<file path="src/rtl/rf_wb_arbiter.sv">
// Register-file writeback arbiter: round-robin grant over ALU/LSU/CSR writebacks,
// a registered write port, and a WAW scoreboard that gates issue of busy destinations.
module rf_wb_arbiter (
   input  logic        clk,
   input  logic        rst,
   input  logic        i_issue_vld,
   input  logic [4:0]  i_issue_rd,
   output logic        o_issue_rdy,
   input  logic        i_flush,
   input  logic [2:0]  i_req_vld,
   input  logic [14:0] i_req_rd,
   input  logic [95:0] i_req_data,
   output logic [2:0]  o_req_rdy,
   output logic        o_wr,
   output logic [4:0]  o_rd,
   output logic [31:0] o_wr_data,
   output logic [31:0] o_busy
);

   typedef enum logic [1:0] {
      PTR_ALU = 2'd0,
      PTR_LSU = 2'd1,
      PTR_CSR = 2'd2
   } ptr_e;

   ptr_e        ptr, ptr_nxt;
   logic        xfer;
   logic [1:0]  gnt_idx;
   logic [1:0]  idx;
   logic [4:0]  sel_rd;
   logic [31:0] sel_data;
   logic [31:0] busy_nxt;

   // Grant the first valid requester starting from ptr; nothing is granted under reset or flush.
   always_comb begin
      o_req_rdy = '0;
      xfer      = 1'b0;
      gnt_idx   = 2'd0;
      idx       = 2'd0;
      if (!rst && !i_flush) begin
         for (int unsigned k = 0; k < 3; k++) begin
            idx = 2'((32'(ptr) + k) % 3);
            if (!xfer && i_req_vld[idx]) begin
               xfer           = 1'b1;
               gnt_idx        = idx;
               o_req_rdy[idx] = 1'b1;
            end
         end
      end
   end

   always_comb begin
      sel_rd   = i_req_rd[4:0];
      sel_data = i_req_data[31:0];
      case (gnt_idx)
         2'd1: begin
            sel_rd   = i_req_rd[9:5];
            sel_data = i_req_data[63:32];
         end
         2'd2: begin
            sel_rd   = i_req_rd[14:10];
            sel_data = i_req_data[95:64];
         end
         default: ;
      endcase
   end

   always_comb begin
      ptr_nxt = ptr;
      if (xfer) begin
         case (gnt_idx)
            2'd0:    ptr_nxt = PTR_LSU;
            2'd1:    ptr_nxt = PTR_CSR;
            default: ptr_nxt = PTR_ALU;
         endcase
      end
   end

   assign o_issue_rdy = i_issue_vld & ~rst & ~i_flush &
                        ((i_issue_rd == '0) | ~o_busy[i_issue_rd]);

   // Set is applied after clear so a same-edge set wins; flush overrides both.
   always_comb begin
      busy_nxt = o_busy;
      if (o_wr)
         busy_nxt[o_rd] = 1'b0;
      if (o_issue_rdy)
         busy_nxt[i_issue_rd] = 1'b1;
      if (i_flush)
         busy_nxt = '0;
      busy_nxt[0] = 1'b0;
   end

   always_ff @(posedge clk) begin
      if (rst) begin
         ptr       <= PTR_ALU;
         o_busy    <= '0;
         o_wr      <= 1'b0;
         o_rd      <= '0;
         o_wr_data <= '0;
      end else begin
         ptr    <= ptr_nxt;
         o_busy <= busy_nxt;
         o_wr   <= xfer && (sel_rd != '0);
         if (xfer && (sel_rd != '0)) begin
            o_rd      <= sel_rd;
            o_wr_data <= sel_data;
         end
      end
   end

endmodule

</file>
<file path="config.mk">
export PLATFORM = sky130hd
export DESIGN_NAME = rf_wb_arbiter
export DESIGN_NICKNAME = d
export VERILOG_FILES = /design/src/rtl/rf_wb_arbiter.sv
export SDC_FILE = /design/constraint.sdc
export NUM_CORES = 1
export LEC_CHECK = 0
export BUFFER_PORTS_ARGS = -buffer_cell sky130_fd_sc_hd__buf_2
export CAP_MARGIN = 15
export CELL_PAD_IN_SITES_DETAIL_PLACEMENT = 2
export CELL_PAD_IN_SITES_GLOBAL_PLACEMENT = 2
export CORE_MARGIN = 1
export CORE_UTILIZATION = 25
export DETAILED_ROUTE_END_ITERATION = 12
export HOLD_SLACK_MARGIN = 0.05
export PLACE_DENSITY = 0.91
export SETUP_SLACK_MARGIN = 0.15
export SLEW_MARGIN = 20
export SYNTH_ARGS = -nofsm -noshare
export SYNTH_HDL_FRONTEND = slang
export SYNTH_SLANG_ARGS = --single-unit
export TNS_END_PERCENT = 1
</file>
<file path="constraint.sdc">
create_clock -name clk -period 4.38 [get_ports clk]
set_clock_uncertainty 0.15 [all_clocks]
set_input_delay 0.438 -clock clk [delete_from_list [all_inputs] [get_ports clk]]
set_output_delay 0.438 -clock clk [all_outputs]
set_load 0.01 [all_outputs]
</file>
After elaboration in Yosys (flattened, before gate mapping)
Index checks and enable logic that the tools add are counted.
{"block": "totals", "output_inout_bits": 74, "register_bits": 72, "wordCells": 91}
{"block": "classes", "n_addsub": 2, "bitwise": 12, "n_div": 3, "n_reduce_logical": 17, "n_lt_le_gt_ge": 10, "mux": 39, "n_eq_ne": 2}
{"cell": "remainder unit 32 x 2 -> 32 bit (second input constant)", "count": 2}
{"cell": "2-to-1 mux 32 bit", "count": 2}
{"cell": "case mux 32 bit (2 select lines)", "count": 1}
{"cell": "AND 32 bit", "count": 1}
{"cell": "remainder unit 2 x 2 -> 32 bit (second input constant)", "count": 1}
{"cell": "inverter 32 bit", "count": 1}
{"cell": "bitwise OR 32 bit", "count": 1}
{"cell": "2-to-1 mux 3 bit", "count": 6}
{"cell": "2-to-1 mux 1 bit", "count": 15}
{"cell": "< comparator 5 x 6 -> 1 bit (second input constant)", "count": 2}
{"cell": "demux 1 bit (select 5 bit)", "count": 2}
{"cell": "greater-or-equal comparator 5 x 1 -> 1 bit (second input constant)", "count": 2}
{"cell": "case mux 5 bit (2 select lines)", "count": 1}
{"cell": "logical AND 1 bit", "count": 9}
{"cell": "< comparator 2 x 3 -> 1 bit (second input constant)", "count": 3}
{"cell": "2-to-1 mux 2 bit", "count": 4}
{"cell": "binary-select mux 1 bit (select 2 bit)", "count": 3}
{"cell": "demux 1 bit (select 2 bit)", "count": 3}
{"cell": "greater-or-equal comparator 2 x 1 -> 1 bit (second input constant)", "count": 3}
{"cell": "bitwise OR 3 bit", "count": 2}
{"cell": "binary-select mux 1 bit (select 5 bit)", "count": 1}
{"cell": "zero test 5 bit", "count": 1}
{"cell": "nonzero test 5 bit", "count": 1}
{"cell": "zero test 1 bit", "count": 4}
{"cell": "other kinds (10)", "count": 14}

Logic depth before layout (Yosys ltp)
{"block": "logic_depth", "ltp_word": 17, "mapped_depth": 17}

Worst setup path before layout
OpenSTA, ideal clock, no wires.
{"block": "synth_path", "path_type": "register to register", "from": "reg ptr[0]", "to": "reg o_wr_data[10]", "arrival_ns": 3.560, "path_stages_with_launch": 18, "setup_time_ns": 0.070, "setup_slack_ns": 0.599, "synth_period_minus_slack_ns": 3.781, "path_buffers": 4, "path_cell_list": "dfxtp_1 > inv_1 > ha_1 > clkbuf_1 > nor2b_1 > a22oi_1 > o32ai_1 > a22oi_1 > a21oi_1 > ha_1 > clkbuf_1 > a221oi_1 > o22a_1 > and3_1 > clkbuf_1 > clkbuf_1 > o21ai_0 > a21oi_1"}
{"block": "synth_via", "elab_chain_len": 17, "elab_cells_between_ends": 31, "cone_classes": "add/sub (2); div (3); eq/ne (2); mux (18); reduce/logical (6)"}
{"item": "start, declared", "line": "26", "rtl": "ptr_e ptr, ptr_nxt;"}
{"item": "start signal, assigned", "line": "102", "rtl": "ptr <= ptr_nxt;"}
{"item": "branches (longest 17 deep; another with remainder unit 32 x 2 -> 32 bit)"}
{"item": "end signal, assigned", "line": "107", "rtl": "o_wr_data <= sel_data;"}
{"item": "end, declared", "line": "16", "rtl": "output logic [31:0] o_wr_data,"}
Several ways; the timed one is not identified. The select of a mux whose other input is x is not followed.
A chain may end at the register's enable or synchronous reset.

Worst setup path in the final report
{"block": "layout_path", "from": "reg ptr[0]", "to": "reg o_wr_data[18]"}
The elaborated chain is that of the path after synthesis.

==> impl_results.rst <==
.. list-table::
   :header-rows: 1

   * - Metric
     - Value
   * - Run status
     - finished clean
   * - Cell-by-cell listing of the critical path
     - inv_1 > ha_1 > nor2b_1 > a22oi_1 > o32ai_2 > a22oi_1 > a21oi_1 > ha_2 > a221oi_1 > o22a_1 > and3_1 > buf_6 > o21ai_0 > a21oi_1
   * - Layout cell share with drive strength beyond 1
     - 0.3259
   * - Final critical delay including setup and external delays
     - slightly below 4 ns
   * - Required time of the worst setup path
     - 4.49 ns
   * - Final HPWL DP
     - approximately 13,000 um
   * - Cell types with the largest area share after synthesis
     - sky130_fd_sc_hd__dfxtp_1, sky130_fd_sc_hd__o21ai_0, sky130_fd_sc_hd__a22oi_1
   * - Worst R2R End
     - o_wr_data[18]
   * - Routed length per placed instance
     - between 15 and 20 um
   * - Combinational family with the most area after synthesis
     - compound AO/OA/AOI/OAI gates
   * - Source of the worst register-to-register timing path
     - ptr[0]
   * - Crit path kind
     - flip-flop to flip-flop
   * - Type of the tightest min-delay check
     - flip-flop to flip-flop
   * - Number of H-tree levels
     - 3
   * - Number of nets with antenna violations after routing
     - 0
   * - Post-route cell area
     - ~5700 um^2
   * - Detailed-route DRC error count
     - 0
   * - Post-synthesis cell type with the largest combined area
     - sky130_fd_sc_hd__dfxtp_1
   * - Crit-path leading delay family
     - compound AO/OA/AOI/OAI gates
   * - Max-slew headroom
     - 0.3856
   * - Area of the die
     - around 18,000 um^2
   * - Router iterations before antenna repair
     - 4
   * - Worst setup endpoint
     - o_wr_data[18]
   * - Dominant register cell in the synthesized netlist
     - sky130_fd_sc_hd__dfxtp_1
   * - Worst Setup SP
     - ptr[0]
   * - Xor/xnor share of the synthesized area
     - 0
   * - Vert. Die Dim
     - between 100 and 150 um
   * - Largest driver fanout on the critical path
     - 38
   * - Clock Sink Count
     - 71
   * - Syn. warnings
     - 0
   * - Largest voltage drop on the vdd net
     - about 0.16 mV
   * - Total Wirelength
     - between 15,000 and 20,000 um
   * - Largest stage delay, worst path
     - 0.37 ns
   * - Longest Clk Path Bufs
     - 2
   * - Mapped cell area
     - roughly 4300 um^2
   * - CP bufs+invs
     - 2
   * - Proportion of synthesized area in mux cells
     - 0.03638
   * - Pin count of the biggest net entering global routing
     - between 60 and 70
   * - Insertion delay to the later sink of the worst-skew pair
     - ~0.34 ns
   * - Power density over the cells
     - between 300 and 400 nW/um^2
   * - Initial antenna violation count
     - 0
   * - Number of stages on the worst setup path
     - 14
   * - Core region area
     - approximately 17,000 um^2
   * - Buffer cell driving the clock tree root
     - sky130_fd_sc_hd__clkbuf_16
   * - Number of endpoints failing setup at the final stage
     - 0
   * - Hold path startpoint
     - o_wr_data[1]
   * - Via-per-instance ratio
     - between 5 and 6
   * - Number of hold buffers added after CTS
     - 0
   * - Critical Path End Type
     - flip-flop
   * - Sum Neg Setup Slack
     - 0 ns
   * - Category of the worst setup path launch point
     - flip-flop
   * - Iter 0 DRT Violations
     - 238
   * - Synthesized area divided by synthesized cell count
     - ~7.7 um^2
   * - Ratio of final minimum period to clock period
     - 0.8892
   * - Number of nets in the final layout
     - 845
   * - # rows
     - between 40 and 50
   * - Data arrival time of the worst path
     - around 4.0 ns
   * - Post-synthesis sequential area ratio
     - 0.3333
   * - Flops & latches, synth
     - roughly 70
   * - Post-synth ARST share
     - 0
   * - Unique masters post-synth
     - 51
   * - Share of synthesized cell area in and, or, nand and nor gates
     - 0.1837
   * - Pins over their slew limit
     - 0
   * - Starting density of the core
     - 0.2562
   * - Routability-driven placement congestion ratio
     - 0.8106
   * - EDFF count, synth
     - 0
   * - Post-Route Hold Slack
     - approximately 0.32 ns
   * - Vias
     - between 5,000 and 6,000
   * - Worst-path clk slew
     - ~0.050 ns
   * - RSZ-0062 raised after global routing
     - false
   * - Fraction of the mapped netlist area in compound gates
     - 0.3574
   * - Horiz. Die Dim
     - around 130 um
   * - Number of global-route vias before repair
     - between 5,000 and 6,000
   * - Growth of design area from synthesis to finish
     - 32.69%
   * - Post-Place Cell Area
     - about 5400 um^2
   * - Most frequent cells in the layout
     - sky130_fd_sc_hd__buf_2, sky130_fd_sc_hd__o21ai_0, sky130_fd_sc_hd__dfxtp_1
   * - Reported leakage power
     - ~0.0023 uW
   * - Number of input and output port buffers inserted
     - 195
   * - GRT Residual Overflow
     - 0
   * - Clock tree from TritonCTS
     - done
   * - Commonest non-fill, non-tap cell in the layout
     - sky130_fd_sc_hd__buf_2
   * - Net Count, Synth
     - around 690
   * - Post-Syn Instances
     - approximately 560
   * - Register-to-Register Setup Slack
     - ~0.49 ns
   * - Overall routing resource usage
     - 0.2021
   * - Worst-margin pin slew
     - a little over 0.9 ns
   * - Max Clk Rate
     - 256.7 MHz
   * - Number of buffers added by the clock tree synthesis step
     - 9
   * - I/O Pins
     - approximately 200
   * - Final Hold Vio Count
     - 0
   * - First-pass GRT wire length
     - 28,290 um
   * - Synthesized-area fraction occupied by adder cells
     - 0.02612
   * - Number of violations of the max-capacitance limit
     - 0
   * - Top-area cell type share of the netlist area
     - 0.3333
   * - Critical Path Slowest Stage Cell
     - sky130_fd_sc_hd__ha_2
   * - Worst reg2reg path depth
     - 14
power by group:
group          switching [uW]  internal [uW]
Combinational             220            135
Sequential               20.1            670
Clock                     277            428
Total                     516           1230
tightest hold or removal path: cells and delay by family, from the launching register on:
kind	cells	cell delay (ns)
flops	1	0.30
compound gates	2	0.12
layer usage:
| metal | track usage | vias to the layer above | share of wire |
|---|---|---|---|
| li1 | - | 2408 | - |
| met1 | 0.2366 | 2454 | 0.42 |
| met2 | 0.3594 | 188 | 0.50 |
| met3 | 0.04291 | 29 | 0.058 |
| met4 | 0.07663 | 0 | 0.022 |
| met5 | 0 | - | 0 |
cells by family after synthesis:
logic type	count (synthesis)
other cells	1
mux	14
flops	71
fa+ha+maj	9
buf+inv	65
compound gates	241
simple gates	155
repair_timing:
action | CTS | global route
endpoints found under the setup margin | 0 | 37
setup buffers | 0 | 0
resized for setup | 0 | 3
flip-flops by register name (all words and copies together) (netlist names):
| name | cells |
|---|---|
| o_rd | 5 |
| o_busy | 31 |
| o_wr_data | 32 |
| o_wr | 1 |
| ptr | 2 |
Yosys cell counts (2+ instances only):
cell type and instances:
sky130_fd_sc_hd__buf_2 8, sky130_fd_sc_hd__nand4_1 3, sky130_fd_sc_hd__or3_1 10, sky130_fd_sc_hd__nor3b_1 4, sky130_fd_sc_hd__o211ai_1 31, sky130_fd_sc_hd__clkbuf_1 46
sky130_fd_sc_hd__nand3_1 37, sky130_fd_sc_hd__o22ai_1 2, sky130_fd_sc_hd__a21o_1 2, sky130_fd_sc_hd__or3b_2 4, sky130_fd_sc_hd__o22a_1 2, sky130_fd_sc_hd__nor2_1 14
sky130_fd_sc_hd__o31ai_1 12, sky130_fd_sc_hd__ha_1 8, sky130_fd_sc_hd__nor3_1 4, sky130_fd_sc_hd__a22oi_1 35, sky130_fd_sc_hd__inv_1 6, sky130_fd_sc_hd__and3_1 2
sky130_fd_sc_hd__nand2_1 55, sky130_fd_sc_hd__nor2b_1 8, sky130_fd_sc_hd__mux2_2 2, sky130_fd_sc_hd__dfxtp_1 71, sky130_fd_sc_hd__a31oi_1 3, sky130_fd_sc_hd__a221oi_1 5
sky130_fd_sc_hd__buf_1 3, sky130_fd_sc_hd__mux2i_1 11, sky130_fd_sc_hd__o21ai_0 72, sky130_fd_sc_hd__o21ai_1 14, sky130_fd_sc_hd__o41ai_1 9, sky130_fd_sc_hd__a21oi_1 46
sky130_fd_sc_hd__nand3b_1 7
through the flow:
step	instances	util	setup slack, ns	total power (uW)
CTS	938	0.3391	0.2651	1773
global placement	923	0.3225	0.6261	1044
finish	939	0.3400	0.4851	1749
floorplan	556	-	0.5991	908.0
global route	938	0.3398	0.1807	1840
detailed placement	923	0.3225	0.2966	1059
worst min path at each step:
stage	endpoint	slack (ns)	depth (start not counted)
after detailed placement	o_wr_data[17]	0.32	2
after CTS	o_wr_data[17]	0.33	2
after global routing	o_wr_data[25]	0.36	2
after floorplan	o_wr_data[0]	0.35	2
final	o_wr_data[1]	0.32	2
after global placement	o_wr_data[14]	0.31	2
cell type report:
type,instances,area (um^2)
Timing Repair Buffer,206,1062
Tap cell,220,275.3
Clock buffer,15,277.8
Sequential cell,71,1421
Antenna cell,1,2.502
Inverter,6,22.52
Multi-Input combinational cell,420,2596
Fill cell,1958,10980
No activity file was read; power rests on OpenSTA's default activity.
